<file path="src/rtl/boreal_csp_logvar_pkg.sv">
// Shared types and helpers for the CSP log-variance feature extractor.
// Holds the data widths, the post-processing state encoding and the
// square / saturating-subtract helpers used by the top level.
package boreal_csp_pkg;

    localparam int CSP_W      = 24;   // CSP projection width (signed)
    localparam int FEAT_W     = 16;   // feature width, unsigned Q6.10
    localparam int LOG_FRAC_W = 10;   // fractional bits of the log2 feature
    localparam int LOG_ILOG_W = 6;    // integer bits of the log2 feature
    localparam int LOG_IN_W   = 48;   // log2 operand width
    localparam int SQ_W       = 47;   // width of an unsigned CSP square

    typedef enum logic [2:0] {
        ST_IDLE = 3'd0,
        ST_POW  = 3'd1,
        ST_MSQ  = 3'd2,
        ST_LOG  = 3'd3,
        ST_OUT  = 3'd4
    } logvar_state_e;

    // Square of a signed CSP sample; (-2^23)^2 = 2^46 still fits in 47 bits.
    function automatic logic [SQ_W-1:0] csp_square(input logic signed [CSP_W-1:0] v);
        logic signed [LOG_IN_W-1:0] p;
        p = LOG_IN_W'(v) * LOG_IN_W'(v);
        return SQ_W'(p);
    endfunction

    // a - b clamped at zero, used to keep the variance non-negative.
    function automatic logic [SQ_W-1:0] sat_sub(input logic [SQ_W-1:0] a,
                                                input logic [SQ_W-1:0] b);
        logic [SQ_W-1:0] d;
        if (a >= b) begin
            d = a - b;
        end else begin
            d = '0;
        end
        return d;
    endfunction

endpackage

</file>
<file path="src/rtl/boreal_csp_logvar_if.sv">
// Sample/feature bus between the CSP filter, the log-variance extractor
// and the classifier. The producer side uses master, the extractor slave.
interface boreal_csp_logvar_if;
    import boreal_csp_pkg::*;

    logic                     in_valid;
    logic signed [CSP_W-1:0]  in_v0;
    logic signed [CSP_W-1:0]  in_v1;
    logic                     clear;
    logic                     out_valid;
    logic [FEAT_W-1:0]        feat0;
    logic [FEAT_W-1:0]        feat1;
    logic [FEAT_W-1:0]        epoch_cnt;
    logic                     overrun;

    modport master (
        output in_valid, in_v0, in_v1, clear,
        input  out_valid, feat0, feat1, epoch_cnt, overrun
    );

    modport slave (
        input  in_valid, in_v0, in_v1, clear,
        output out_valid, feat0, feat1, epoch_cnt, overrun
    );

endinterface

</file>
<file path="src/rtl/boreal_csp_logvar_log2.sv">
// Combinational fixed-point log2: leading-one index gives the integer part,
// the ten bits directly below the leading one give the fraction (zero padded
// on the right for small operands). Operands 0 and 1 map to 0x0000.
module boreal_log2_q6_10
    import boreal_csp_pkg::*;
(
    input  logic [LOG_IN_W-1:0] val,
    output logic [FEAT_W-1:0]   feat
);

    logic [LOG_ILOG_W-1:0] ilog;
    logic [LOG_FRAC_W-1:0] frac;

    // Leading-one detection followed by mantissa alignment.
    always_comb begin
        ilog = '0;
        for (int i = 0; i < LOG_IN_W; i++) begin
            ilog = val[i] ? LOG_ILOG_W'(i) : ilog;
        end
        if (ilog >= LOG_ILOG_W'(LOG_FRAC_W)) begin
            frac = LOG_FRAC_W'(val >> (ilog - LOG_ILOG_W'(LOG_FRAC_W)));
        end else begin
            frac = LOG_FRAC_W'(val << (LOG_ILOG_W'(LOG_FRAC_W) - ilog));
        end
        if (val < LOG_IN_W'(2)) begin
            feat = '0;
        end else begin
            feat = {ilog, frac};
        end
    end

endmodule

</file>
<file path="src/rtl/boreal_csp_logvar.sv">
// Per-window log-power (or log-variance) feature extractor for two CSP
// projections. Samples are accumulated over 2^WIN_LOG2 samples; the closed
// window is snapshotted so accumulation continues while a small FSM turns
// the snapshot into two Q6.10 log2 features.
// Optional build macro: BOREAL_LOGVAR_MEAN_EN (subtract the squared mean,
// i.e. emit log2 of the variance instead of the mean square).
module boreal_csp_logvar
    import boreal_csp_pkg::*;
#(
    parameter int WIN_LOG2 = 8
)
(
    input  logic                clk,
    input  logic                rst,
    boreal_csp_logvar_if.slave  bus
);

    localparam int ACC_W = SQ_W + WIN_LOG2;

    logic [WIN_LOG2-1:0] sample_cnt;
    logic [ACC_W-1:0]    sq_acc0;
    logic [ACC_W-1:0]    sq_acc1;
    logic [ACC_W-1:0]    snap0;
    logic [ACC_W-1:0]    snap1;
    logic [SQ_W-1:0]     sq0;
    logic [SQ_W-1:0]     sq1;
    logic [SQ_W-1:0]     pow0;
    logic [SQ_W-1:0]     pow1;
    logic [FEAT_W-1:0]   log0;
    logic [FEAT_W-1:0]   log1;
    logic                close_win;
    logvar_state_e       state;

    logic                out_valid_q;
    logic [FEAT_W-1:0]   feat0_q;
    logic [FEAT_W-1:0]   feat1_q;
    logic [FEAT_W-1:0]   epoch_q;
    logic                overrun_q;

`ifdef BOREAL_LOGVAR_MEAN_EN
    localparam int SUM_W = CSP_W + WIN_LOG2;
    logic signed [SUM_W-1:0] sum0;
    logic signed [SUM_W-1:0] sum1;
    logic signed [SUM_W-1:0] ssnap0;
    logic signed [SUM_W-1:0] ssnap1;
    logic signed [CSP_W-1:0] mean0;
    logic signed [CSP_W-1:0] mean1;
`endif

    assign sq0       = csp_square(bus.in_v0);
    assign sq1       = csp_square(bus.in_v1);
    // clear has priority: a sample arriving with clear never closes a window.
    assign close_win = bus.in_valid & ~bus.clear & (&sample_cnt);

    // Window accumulation and snapshot of the closing window.
    always_ff @(posedge clk) begin
        if (rst) begin
            sample_cnt <= '0;
            sq_acc0    <= '0;
            sq_acc1    <= '0;
            snap0      <= '0;
            snap1      <= '0;
`ifdef BOREAL_LOGVAR_MEAN_EN
            sum0       <= '0;
            sum1       <= '0;
            ssnap0     <= '0;
            ssnap1     <= '0;
`endif
        end else if (bus.clear) begin
            sample_cnt <= '0;
            sq_acc0    <= '0;
            sq_acc1    <= '0;
`ifdef BOREAL_LOGVAR_MEAN_EN
            sum0       <= '0;
            sum1       <= '0;
`endif
        end else if (bus.in_valid) begin
            if (close_win) begin
                sample_cnt <= '0;
                sq_acc0    <= '0;
                sq_acc1    <= '0;
`ifdef BOREAL_LOGVAR_MEAN_EN
                sum0       <= '0;
                sum1       <= '0;
`endif
                // A busy post-processor keeps its snapshot; this window is lost.
                if (state == ST_IDLE) begin
                    snap0  <= sq_acc0 + ACC_W'(sq0);
                    snap1  <= sq_acc1 + ACC_W'(sq1);
`ifdef BOREAL_LOGVAR_MEAN_EN
                    ssnap0 <= sum0 + SUM_W'(bus.in_v0);
                    ssnap1 <= sum1 + SUM_W'(bus.in_v1);
`endif
                end
            end else begin
                sample_cnt <= sample_cnt + WIN_LOG2'(1);
                sq_acc0    <= sq_acc0 + ACC_W'(sq0);
                sq_acc1    <= sq_acc1 + ACC_W'(sq1);
`ifdef BOREAL_LOGVAR_MEAN_EN
                sum0       <= sum0 + SUM_W'(bus.in_v0);
                sum1       <= sum1 + SUM_W'(bus.in_v1);
`endif
            end
        end
    end

    boreal_log2_q6_10 u_log0 (.val({1'b0, pow0}), .feat(log0));
    boreal_log2_q6_10 u_log1 (.val({1'b0, pow1}), .feat(log1));

    // Post-processing FSM and registered feature outputs.
    always_ff @(posedge clk) begin
        if (rst) begin
            state       <= ST_IDLE;
            pow0        <= '0;
            pow1        <= '0;
            out_valid_q <= 1'b0;
            feat0_q     <= '0;
            feat1_q     <= '0;
            epoch_q     <= '0;
            overrun_q   <= 1'b0;
`ifdef BOREAL_LOGVAR_MEAN_EN
            mean0       <= '0;
            mean1       <= '0;
`endif
        end else begin
            if (close_win && (state != ST_IDLE)) begin
                overrun_q <= 1'b1;
            end
            out_valid_q <= 1'b0;
            if (bus.clear) begin
                state   <= ST_IDLE;
                epoch_q <= '0;
            end else begin
                case (state)
                    ST_IDLE: begin
                        if (close_win) begin
                            state <= ST_POW;
                        end
                    end
                    ST_POW: begin
                        pow0 <= SQ_W'(snap0 >> WIN_LOG2);
                        pow1 <= SQ_W'(snap1 >> WIN_LOG2);
`ifdef BOREAL_LOGVAR_MEAN_EN
                        mean0 <= CSP_W'(ssnap0 >>> WIN_LOG2);
                        mean1 <= CSP_W'(ssnap1 >>> WIN_LOG2);
                        state <= ST_MSQ;
`else
                        state <= ST_LOG;
`endif
                    end
`ifdef BOREAL_LOGVAR_MEAN_EN
                    ST_MSQ: begin
                        pow0  <= sat_sub(pow0, csp_square(mean0));
                        pow1  <= sat_sub(pow1, csp_square(mean1));
                        state <= ST_LOG;
                    end
`endif
                    ST_LOG: begin
                        // Features land together with the pulse seen during OUT.
                        feat0_q     <= log0;
                        feat1_q     <= log1;
                        out_valid_q <= 1'b1;
                        epoch_q     <= epoch_q + FEAT_W'(1);
                        state       <= ST_OUT;
                    end
                    ST_OUT: begin
                        state <= ST_IDLE;
                    end
                    default: begin
                        state <= ST_IDLE;
                    end
                endcase
            end
        end
    end

    assign bus.out_valid = out_valid_q;
    assign bus.feat0     = feat0_q;
    assign bus.feat1     = feat1_q;
    assign bus.epoch_cnt = epoch_q;
    assign bus.overrun   = overrun_q;

endmodule

</file>
<file path="src/flat_wrapper.sv">
// flat-port wrapper written by rule: the top's interface ports become plain ports
module boreal_csp_logvar_flat import boreal_csp_pkg::*;
#(
    parameter int WIN_LOG2 = 8
)
  (clk, rst, bus_in_valid, bus_in_v0, bus_in_v1, bus_clear, bus_out_valid, bus_feat0, bus_feat1, bus_epoch_cnt, bus_overrun);
  boreal_csp_logvar_if bus_i ();
  input  logic clk;
  input  logic rst;
  input wire logic [$bits(bus_i.in_valid)-1:0] bus_in_valid;
  input wire logic [$bits(bus_i.in_v0)-1:0] bus_in_v0;
  input wire logic [$bits(bus_i.in_v1)-1:0] bus_in_v1;
  input wire logic [$bits(bus_i.clear)-1:0] bus_clear;
  output wire logic [$bits(bus_i.out_valid)-1:0] bus_out_valid;
  output wire logic [$bits(bus_i.feat0)-1:0] bus_feat0;
  output wire logic [$bits(bus_i.feat1)-1:0] bus_feat1;
  output wire logic [$bits(bus_i.epoch_cnt)-1:0] bus_epoch_cnt;
  output wire logic [$bits(bus_i.overrun)-1:0] bus_overrun;
  assign bus_i.in_valid = bus_in_valid;
  assign bus_i.in_v0 = bus_in_v0;
  assign bus_i.in_v1 = bus_in_v1;
  assign bus_i.clear = bus_clear;
  assign bus_out_valid = bus_i.out_valid;
  assign bus_feat0 = bus_i.feat0;
  assign bus_feat1 = bus_i.feat1;
  assign bus_epoch_cnt = bus_i.epoch_cnt;
  assign bus_overrun = bus_i.overrun;
  boreal_csp_logvar #(.WIN_LOG2(WIN_LOG2)) u_core (.clk(clk), .rst(rst), .bus(bus_i));
endmodule
</file>
<file path="config.mk">
export PLATFORM = sky130hd
export DESIGN_NAME = boreal_csp_logvar_flat
export DESIGN_NICKNAME = d
export VERILOG_FILES = /design/src/rtl/boreal_csp_logvar_pkg.sv /design/src/rtl/boreal_csp_logvar_if.sv /design/src/rtl/boreal_csp_logvar_log2.sv /design/src/rtl/boreal_csp_logvar.sv /design/src/flat_wrapper.sv
export SDC_FILE = /design/constraint.sdc
export NUM_CORES = 2
export LEC_CHECK = 0
export ABC_AREA = 1
export CAP_MARGIN = 20
export CORE_UTILIZATION = 25
export CTS_CLUSTER_SIZE = 14
export DETAILED_ROUTE_END_ITERATION = 8
export GPL_ROUTABILITY_DRIVEN = 0
export HOLD_SLACK_MARGIN = 0.02
export PLACE_DENSITY_LB_ADDON = 0.3
export SKIP_CTS_REPAIR_TIMING = 1
export SYNTH_ARGS = -nofsm -noshare
export SYNTH_HDL_FRONTEND = slang
export SYNTH_HIERARCHICAL = 1
export SYNTH_SLANG_ARGS = --single-unit
export TNS_END_PERCENT = 5
</file>
<file path="constraint.sdc">
create_clock -name clk -period 16.4 [get_ports clk]
set_input_delay 3.28 -clock clk [delete_from_list [all_inputs] [get_ports clk]]
set_output_delay 3.28 -clock clk [all_outputs]
set_load 0.005 [all_outputs]
</file>
==> results.ini <==
[final_layout]
layout-drive-gt1-share_pct = 2.36
nFillCells = 30200
antenna_diode_count = 0
mostFrequentLayoutCells = 2761 x nand2_1, 2394 x inv_1, 1094 x fa_1
final_net_count = 11300
synthToLayoutAreaGrowth_pct = 9.46
finalCoreUtilization_pct = 27.6
leading_cell_type_in_the_layout_fill_and_taps_excluded = nand2_1
post_layout_nonfiller_instances = 13400

[clock_network]
cts_num_sinks = 359
tritoncts.num_buffers = 46
clock_insertion_delay_worst_skew_ns = 0.63
path_clk_slew_ns = 0.07
tritoncts = done
clockRootBuffer = clkbuf_16
cts_max_path_buffers = 3
cts.htree.levels = 2

[sta]
fin_crit_ns = 12.05
setup_tns_ns = 0
slew_headroom_pct = 26.4
final.period_utilization_pct = 73.5
worst-slew-pin-transition_ns = 1.10
timing.final.max_slew_violations = 0
timing.final.setup_violations = 0
rsz0062_at_grt = false
finalHoldViolations = 0
layout_skew_ns = 0.0369
maxClockFrequency_mhz = 83.0
post-route-worst-setup-slack_ns = 4.35

[critical_path]
critical_path.max_fanout = 14
timing.critical_path.arrival_ns = 12.54
timing_worst_setup_path_type = in2reg
r2r_setup_slack_ns = 10.36
worst-endpoint-required_ns = 16.89
path_common_cell = nand2_1
kind_of_launch_point_of_the_worst_setup_path = input port
crit_path_max_incr_delay_ns = 0.89
critical-path-slowest-cell = clkdlybuf4s50_1
worstSetupEndpointType = register

[placed_design]
placement.setup.worst_slack_ns = 3.95
dp_cell_count = 13300
port-buffer-count = 101
dp.final_hpwl_um = 170000

[grt]
number_of_global_route_vias_before_repair = 58000
gr-total-overflow = 0
global_route_wire_length_before_repair_um = 324000
largest_net_degree_at_the_start_of_global_routing = 93
grt_util_all_layers_pct = 14.8
antenna_found_initial = 0

[routing]
via_count = 58300
detail_route.iter0.violations = 3790
first_pass_iters = 7
detail_route.drc_violations = 0
vias_per_cell = 4.36
drt.antenna.violating_nets = 0
finalWirelength_um = 204000
wl_per_cell_um = 15.3

[yosys]
yosysWarningCount = 6
syn_avg_cell_area_um2 = 6.90
synthDominantAreaCellType = fa_1
synthesis.instances = 9840
ys_async_sr_fraction_pct = 0
synthFlopType = dfxtp_1
synth_cell_type_count = 52
synth_edf_count = 0
synth_sequential_area_ratio_pct = 10.6
synth.top_cell.area_share_pct = 32.3
netlist_area_um2 = 67900
ys_seq_elements = 359
synth_area_leaders = fa_1 32%, nand2_1 15%, inv_1 13%

[run_status]
run_status = complete, no violations

[run]
max_cap_violations = 0

[die]
initial_core_util_pct = 25.2
die_width_um = 523
fp.dieH_um = 523
io_pins = 102
placement_rows = 190
design.die.area_um2 = 274000
core_um2 = 269000

[worst_hold_path]
worst_hold_path_type = reg2reg

-- worst max-delay path, delay by kind of cell --
family / cells / cell delay, ns
buffers and inverters: 7 / 1.18
and+or+nand+nor: 13 / 2.12
xor gates and xnor gates: 1 / 0.27
AOI/OAI and AO/OA: 5 / 1.42
adders and majority gates: 9 / 4.26
-- synthesized netlist by cell type, drive strengths merged (50+ instances only) --
library cell  instances
a21oi               490
buf                  81
clkbuf              218
dfxtp               359
fa                 1094
ha                  394
inv                2411
nand2              2776
nand3               539
nand4                58
nor2                693
nor3                 50
o21ai               251
xnor2                51
xor2                114
-- through the flow --
stage,hold WS (ns),cell area (um2)
3_5_place_dp,0.445,72600
6_report,0.428,74300
5_1_grt,0.454,74300
4_1_cts,0.429,74300
3_3_place_gp,0.449,72600
2_1_floorplan,0.440,67900
-- cells by family (layout without fill, tap and decap cells) --
| logic type | Yosys count | after routing | synth area share, % |
|---|---|---|---|
| AO/OA/AOI/OAI | 933 | 933 | 7.57 |
| XOR/XNOR | 165 | 165 | 2.13 |
| adder cells (fa/ha/maj) | 1488 | 1488 | 39.5 |
| buffers and inverters | 2715 | 2675 | 15.3 |
| flip-flops | 359 | 359 | 10.6 |
| multiplexers | 2 | 2 | 0.0295 |
| other | 1 | 6 | 0.00552 |
| AND/OR/NAND/NOR | 4177 | 4177 | 24.9 |
-- layer usage --
metal / global-route usage [%] / vias up / share of wire, %
met4: 1.92 / 0 / 1.1
li1: - / 29100 / -
met1: 21.3 / 27900 / 48
met3: 1.24 / 134 / 4.0
met5: 0 / - / 0
met2: 24.7 / 1065 / 46
-- layout make-up --
| type | count | area, um2 | area share, % |
|---|---|---|---|
| tap | 3552 | 4440 | 5.98 |
| timing repair buffer | 174 | 1570 | 2.11 |
| inverter | 2416 | 9080 | 12.2 |
| multi-input combinational | 6771 | 50400 | 67.8 |
| clock inverter | 30 | 420 | 0.566 |
| sequential | 359 | 7190 | 9.67 |
| clock buffer | 55 | 1220 | 1.65 |
-- path summary, 6_finish.rpt --
check / startpoint / endpoint / cells past startpoint
setup / recovery: bus_in_v0[7] / u_core/snap0[53]$_SDFFE_PP0P_ / 35
hold / removal: u_core/snap1[53]$_SDFFE_PP0P_ / u_core/pow1[45]$_SDFFE_PP0P_ / 2
hold reg to reg: u_core/snap1[53]$_SDFFE_PP0P_ / u_core/pow1[45]$_SDFFE_PP0P_ / 2
setup reg to reg: u_core/pow0[2]$_SDFFE_PP0P_ / u_core/bus.feat0[8]$_SDFFE_PP0P_ / 29
-- sequential cells by signal (all words and copies together), names as in the netlist --
| signal | count |
|---|---|
| u_core/pow1 | 47 |
| u_core/bus.feat0 | 16 |
| u_core/bus.feat1 | 16 |
| u_core/bus.out_valid | 1 |
| u_core/sq_acc0 | 55 |
| u_core/snap0 | 47 |
| u_core/sq_acc1 | 55 |
| u_core/state | 3 |
| u_core/bus.epoch_cnt | 16 |
| u_core/sample_cnt | 8 |
| u_core/pow0 | 47 |
| u_core/snap1 | 47 |
| u_core/bus.overrun | 1 |
Power is left out: the tool's default activity adds up to more than one toggle a clock period on the data nets, which glitch-free logic cannot reach.
